==> src/rtl/asap_poe_ctrl.sv <==
// Proof-of-execution session controller: ER/OR bound registers on the openMSP430 peripheral bus
// plus the arm/run/done sequencer. Define ASAP_POE_TIMEOUT_EN to build the TIMEOUT register and check.
module asap_poe_ctrl #(
    parameter logic [13:0] PER_BASE = 14'h0090
) (
    input  logic        clk,
    input  logic        puc_n,
    input  logic [13:0] per_addr,
    input  logic [15:0] per_din,
    input  logic        per_en,
    input  logic [1:0]  per_we,
    output logic [15:0] per_dout,
    input  logic [15:0] pc,
    input  logic        exec,
    input  logic        hw_reset,
    output logic [15:0] ER_min,
    output logic [15:0] ER_max,
    output logic [15:0] OR_min,
    output logic [15:0] OR_max,
    output logic        locked,
    output logic        irq_done
);

    typedef enum logic [2:0] {
        StIdle    = 3'd0,
        StArmed   = 3'd1,
        StRunning = 3'd2,
        StDone    = 3'd3,
        StFail    = 3'd4
    } state_e;

    state_e      state_q, state_d;
    logic [2:0]  err_q, err_d;
    logic [15:0] er_min_q, er_max_q, or_min_q, or_max_q;
    logic [15:0] cycles_q, cycles_d;
    logic        irq_q, irq_d;

    logic [13:0] off;
    logic [2:0]  idx;
    logic        hit, wr, cfg_wr;
    logic        arm_req, abort_req, clr_req;
    logic        cfg_valid, timeout_hit;

    // Offset relative to the base; addresses below the base wrap to large offsets and miss.
    assign off    = per_addr - PER_BASE;
    assign idx    = off[2:0];
    assign hit    = per_en && (off[13:3] == 11'd0);
    assign wr     = hit && (per_we == 2'b11);
    assign cfg_wr = wr && (state_q == StIdle);

    assign abort_req = wr && (idx == 3'd4) && per_din[1];
    assign arm_req   = wr && (idx == 3'd4) && per_din[0] && !per_din[1];
    assign clr_req   = wr && (idx == 3'd4) && per_din[2];

    // Inclusive ranges: disjoint when one lies wholly below the other.
    assign cfg_valid = (er_min_q < er_max_q) && (or_min_q <= or_max_q) &&
                       ((er_max_q < or_min_q) || (or_max_q < er_min_q));

`ifdef ASAP_POE_TIMEOUT_EN
    logic [15:0] timeout_q;
    assign timeout_hit = (timeout_q != 16'd0) && (cycles_q == timeout_q);
`else
    assign timeout_hit = 1'b0;
`endif

    always_comb begin
        state_d  = state_q;
        err_d    = err_q;
        cycles_d = cycles_q;
        case (state_q)
            StIdle: begin
                if (arm_req) begin
                    if (cfg_valid) begin
                        state_d = StArmed;
                    end else begin
                        state_d = StFail;
                        err_d   = 3'd1;
                    end
                end
            end
            StArmed: begin
                if (hw_reset) begin
                    state_d = StFail;
                    err_d   = 3'd5;
                end else if (abort_req) begin
                    state_d = StIdle;
                end else if (pc == er_min_q) begin
                    state_d  = StRunning;
                    cycles_d = 16'd0;
                end
            end
            StRunning: begin
                if (hw_reset) begin
                    state_d = StFail;
                    err_d   = 3'd5;
                end else if (abort_req) begin
                    state_d = StIdle;
                end else if (pc == er_max_q) begin
                    if (exec) begin
                        state_d = StDone;
                    end else begin
                        state_d = StFail;
                        err_d   = 3'd2;
                    end
                end else if (!exec) begin
                    state_d = StFail;
                    err_d   = 3'd3;
                end else if (timeout_hit) begin
                    state_d = StFail;
                    err_d   = 3'd4;
                end
                // Count only cycles that stay in RUNNING so a timeout leaves CYCLES == TIMEOUT.
                if (state_d == StRunning && cycles_q != 16'hFFFF) begin
                    cycles_d = cycles_q + 16'd1;
                end
            end
            StDone, StFail: begin
                if (clr_req) begin
                    state_d = StIdle;
                    err_d   = 3'd0;
                end
            end
            default: state_d = StIdle;
        endcase
    end

    assign irq_d = ((state_d == StDone) || (state_d == StFail)) &&
                   !((state_q == StDone) || (state_q == StFail));

    always_ff @(posedge clk) begin
        if (!puc_n) begin
            state_q  <= StIdle;
            err_q    <= 3'd0;
            cycles_q <= 16'd0;
            irq_q    <= 1'b0;
            er_min_q <= 16'd0;
            er_max_q <= 16'd0;
            or_min_q <= 16'd0;
            or_max_q <= 16'd0;
`ifdef ASAP_POE_TIMEOUT_EN
            timeout_q <= 16'd0;
`endif
        end else begin
            state_q  <= state_d;
            err_q    <= err_d;
            cycles_q <= cycles_d;
            irq_q    <= irq_d;
            if (cfg_wr) begin
                case (idx)
                    3'd0: er_min_q <= per_din;
                    3'd1: er_max_q <= per_din;
                    3'd2: or_min_q <= per_din;
                    3'd3: or_max_q <= per_din;
`ifdef ASAP_POE_TIMEOUT_EN
                    3'd6: timeout_q <= per_din;
`endif
                    default: ;
                endcase
            end
        end
    end

    always_comb begin
        per_dout = 16'd0;
        if (hit) begin
            case (idx)
                3'd0: per_dout = er_min_q;
                3'd1: per_dout = er_max_q;
                3'd2: per_dout = or_min_q;
                3'd3: per_dout = or_max_q;
                3'd5: per_dout = {9'd0, err_q, 1'b0, state_q};
`ifdef ASAP_POE_TIMEOUT_EN
                3'd6: per_dout = timeout_q;
`endif
                3'd7: per_dout = cycles_q;
                default: per_dout = 16'd0;
            endcase
        end
    end

    assign ER_min   = er_min_q;
    assign ER_max   = er_max_q;
    assign OR_min   = or_min_q;
    assign OR_max   = or_max_q;
    assign locked   = (state_q != StIdle);
    assign irq_done = irq_q;

endmodule
==> config.mk <==
export PLATFORM = sky130hd
export DESIGN_NAME = asap_poe_ctrl
export DESIGN_NICKNAME = d
export VERILOG_FILES = /design/src/rtl/asap_poe_ctrl.sv
export SDC_FILE = /design/constraint.sdc
export NUM_CORES = 1
export LEC_CHECK = 0
export BUFFER_PORTS_ARGS = -buffer_cell sky130_fd_sc_hd__buf_4
export CAP_MARGIN = 25
export CELL_PAD_IN_SITES_DETAIL_PLACEMENT = 1
export CELL_PAD_IN_SITES_GLOBAL_PLACEMENT = 2
export CORE_UTILIZATION = 33
export CTS_BUF_LIST = sky130_fd_sc_hd__clkbuf_8 sky130_fd_sc_hd__clkbuf_16
export DETAILED_ROUTE_END_ITERATION = 8
export PLACE_DENSITY_LB_ADDON = 0.15
export SYNTH_ARGS = -nofsm -noshare
export SYNTH_HDL_FRONTEND = slang
export SYNTH_SLANG_ARGS = --single-unit
==> constraint.sdc <==
create_clock -name clk -period 3.2 [get_ports clk]
set_input_delay 0.32 -clock clk [delete_from_list [all_inputs] [get_ports clk]]
set_output_delay 0.32 -clock clk [all_outputs]
set_load 0.005 [all_outputs]
==> impl_metrics.json <==
{
  "fin_ws_ns": 0.409,
  "synthCells": 777,
  "max_clock_freq_ghz": 0.358,
  "fin_cells": 1169,
  "final_common_cell": "buf_4",
  "hold_violations": 0,
  "critPathKind": "reg2reg",
  "finalPower_mw": 2.34,
  "initial_core_util_pct": 33.9,
  "cp_max_fo": 15,
  "rr_worst_depth": 8,
  "fp.dieW_um": 141,
  "regArea_um2": 1740,
  "final_cell_mix": "154 x buf_4, 103 x nand2_1, 87 x dfxtp_1",
  "cap_violations": 0,
  "holdCritStartpoint": "per_din[13]",
  "max-slew-margin-rel_pct": 47.4,
  "antenna_found_initial": 0,
  "cts-resized-gates": 0,
  "ys.flop_type": "dfxtp_1",
  "r2r_start": "ER_min[11]",
  "dp_hpwl_mm": 19.6,
  "status": "finished clean",
  "grt_pass1_wl_mm": 39.2,
  "synth_area_per_cell_um2": 8.25,
  "antenna_cells": 0,
  "cts_buffer_depth": 2,
  "dr.pass1.iters": 5,
  "synth_fp_nets": 893,
  "fin_crit_sh_pct": 87.2,
  "htreeDepth": 3,
  "worst_setup_path_end_kind": "flip-flop",
  "cts_root_buf": "clkbuf_16",
  "dieArea_um2": 20000,
  "critPathLaunchType": "flip-flop",
  "drtAntennaViolNets": 0,
  "leakage_nw": 3.34,
  "routedWlPerCell_um": 21.4,
  "min_to": "ER_max[13]",
  "ys_types": 71,
  "power_density_nw_per_um2": 292,
  "setup_viol": 0,
  "fin_tns_setup_ns": 0,
  "grt_pass1_vias": 6552,
  "rrSetupSlack_ns": 0.41,
  "vias": 6284,
  "fin_nets": 1020,
  "path_clk_slew_ns": 0.07,
  "fillers": 2316,
  "ir_worst_vdd_mv": 0.235,
  "multiInputGateArea_um2": 4230,
  "drc_errors": 0,
  "cts_tree": "yes",
  "wirelength_mm": 25.0,
  "holdPathStages": 3,
  "rsz0062_at_grt": "false",
  "cp.arrival_ns": 3.08,
  "place_ws_ns": 0.345,
  "overflow": 0,
  "cts_hold_buf": 0,
  "vias_per_cell": 5.38,
  "grt_max_degree": 79,
  "hold_path_class": "in2reg",
  "drv_slew": 0,
  "cts_buffers": 9,
  "finalClockSkew_ns": 0.0103,
  "core_um2": 18900,
  "worst_pin_slew_ns": 0.779,
  "holdWs_ns": 0.236,
  "gp_congestion": 0.878,
  "layout_min_cycle_time_ns": 2.79,
  "die_h_um": 141,
  "clk_latency_ns": 0.36,
  "drive_above_1_share_pct": 22.1,
  "port_buffers": 134,
  "postCtsSetupBuffers": 0,
  "synth_edf_count": 0,
  "num_rows": 50,
  "grt_use_total_pct": 26.0,
  "placed_cells": 1153,
  "netlist_area_um2": 6410,
  "yosysSeqAreaShare_pct": 27.2,
  "area_delta_synth_final_pct": 24.8,
  "synth_warnings": 0,
  "ys_ff_latch": 87,
  "io_pins": 135,
  "postSynth.asyncResetShare_pct": 0,
  "timing.rr.end": "cycles_q[15]",
  "drt-initial-drc-count": 321,
  "clock-sinks": 87,
  "cp.required_ns": 3.49
}
-- critical path, cell delays in order (launching register included) --
cell and delay (ns):
dfxtp_1 0.32, buf_4 0.15, xnor2_1 0.33, nand4_1 0.16
nor4_2 0.57, o211ai_4 0.31, and2_4 0.24, or4_1 0.48
a21oi_1 0.16
-- final cells by class --
class | count | share of cell area, %
Multi-Input combinational cell | 583 | 52.9
Clock inverter | 6 | 0.610
Clock buffer | 10 | 2.99
Timing Repair Buffer | 154 | 14.5
Tap cell | 260 | 4.07
Sequential cell | 87 | 21.8
Inverter | 69 | 3.24
-- kinds of logic (layout without fill, tap and decap cells) --
family / Yosys count / count (layout) / synth area share (%)
mux: 46 / 46 / 8.47
fa+ha+maj: 63 / 63 / 12.3
flops: 87 / 87 / 27.2
compound gates: 167 / 167 / 18.1
buf+inv: 107 / 239 / 6.85
simple gates: 263 / 263 / 21.1
xor+xnor: 44 / 44 / 6.01
-- flip-flops by register name, indices dropped and copies added, names as in the netlist --
register  flops
ER_min       16
err_q         3
state_q       3
cycles_q     16
OR_min       16
ER_max       16
OR_max       16
irq_done      1
-- worst max path at each step --
stage	cells after the start	slack [ns]	endpoint	startpoint
after floorplan	9	0.87	cycles_q[14]	per_addr[4]
after global placement	10	0.43	cycles_q[14]	per_addr[4]
after detailed placement	10	0.35	cycles_q[14]	per_addr[4]
after CTS	8	0.42	cycles_q[15]	ER_min[11]
after global routing	8	0.26	cycles_q[15]	ER_min[11]
final	8	0.41	cycles_q[15]	ER_min[11]
-- metal layers --
layer | part of all wire (%) | wire length [µm] | track usage [%]
met1 | 45 | 11400 | 34.3
met2 | 48 | 11900 | 43.4
met3 | 4.3 | 1080 | 3.51
met4 | 2.5 | 628 | 9.15
met5 | 0 | 0 | 0
-- stage by stage --
stage,util (%),instance area (µm²)
floorplan,-,6410
global placement,40.8,7710
detailed placement,40.8,7710
CTS,42.3,8000
global route,42.3,8000
finish,42.3,8000
-- cell usage after synthesis (3+ instances only) --
library cell | count | share of area [%]
nand4_1 | 22 | 2.1
mux2_2 | 5 | 0.88
o31ai_1 | 3 | 0.35
and3_1 | 3 | 0.29
inv_1 | 67 | 3.9
nor2_1 | 35 | 2.1
and2_1 | 5 | 0.49
nor4_1 | 7 | 0.68
a2bb2oi_1 | 5 | 0.68
mux4_2 | 6 | 2.1
a21o_1 | 11 | 1.3
nand3_1 | 16 | 1.2
a221oi_1 | 3 | 0.41
o21a_1 | 3 | 0.35
buf_2 | 10 | 0.78
a22oi_1 | 17 | 2.0
o211ai_1 | 3 | 0.35
a31oi_1 | 5 | 0.49
a21boi_0 | 32 | 3.7
nor2b_1 | 34 | 3.3
a211oi_1 | 6 | 0.70
dfxtp_1 | 87 | 27
clkbuf_1 | 19 | 1.1
mux2i_1 | 34 | 5.3
nand2b_1 | 7 | 0.68
xor2_1 | 16 | 2.2
ha_1 | 63 | 12
nor3_1 | 10 | 0.78
a2111oi_0 | 3 | 0.41
xnor2_1 | 28 | 3.8
o21ai_0 | 19 | 1.5
buf_1 | 3 | 0.18
a21oi_1 | 39 | 3.0
nand2_1 | 103 | 6.0
-- power breakdown --
part | total, mW | internal (mW) | leakage (nW) | switching (mW)
sequential | 1.08 | 1.08 | 0.700 | 0.0000128
combinational | 0.182 | 0.0812 | 2.49 | 0.100
clock | 1.07 | 0.560 | 0.144 | 0.513
Note: power is estimated with default switching activity, not from simulation.
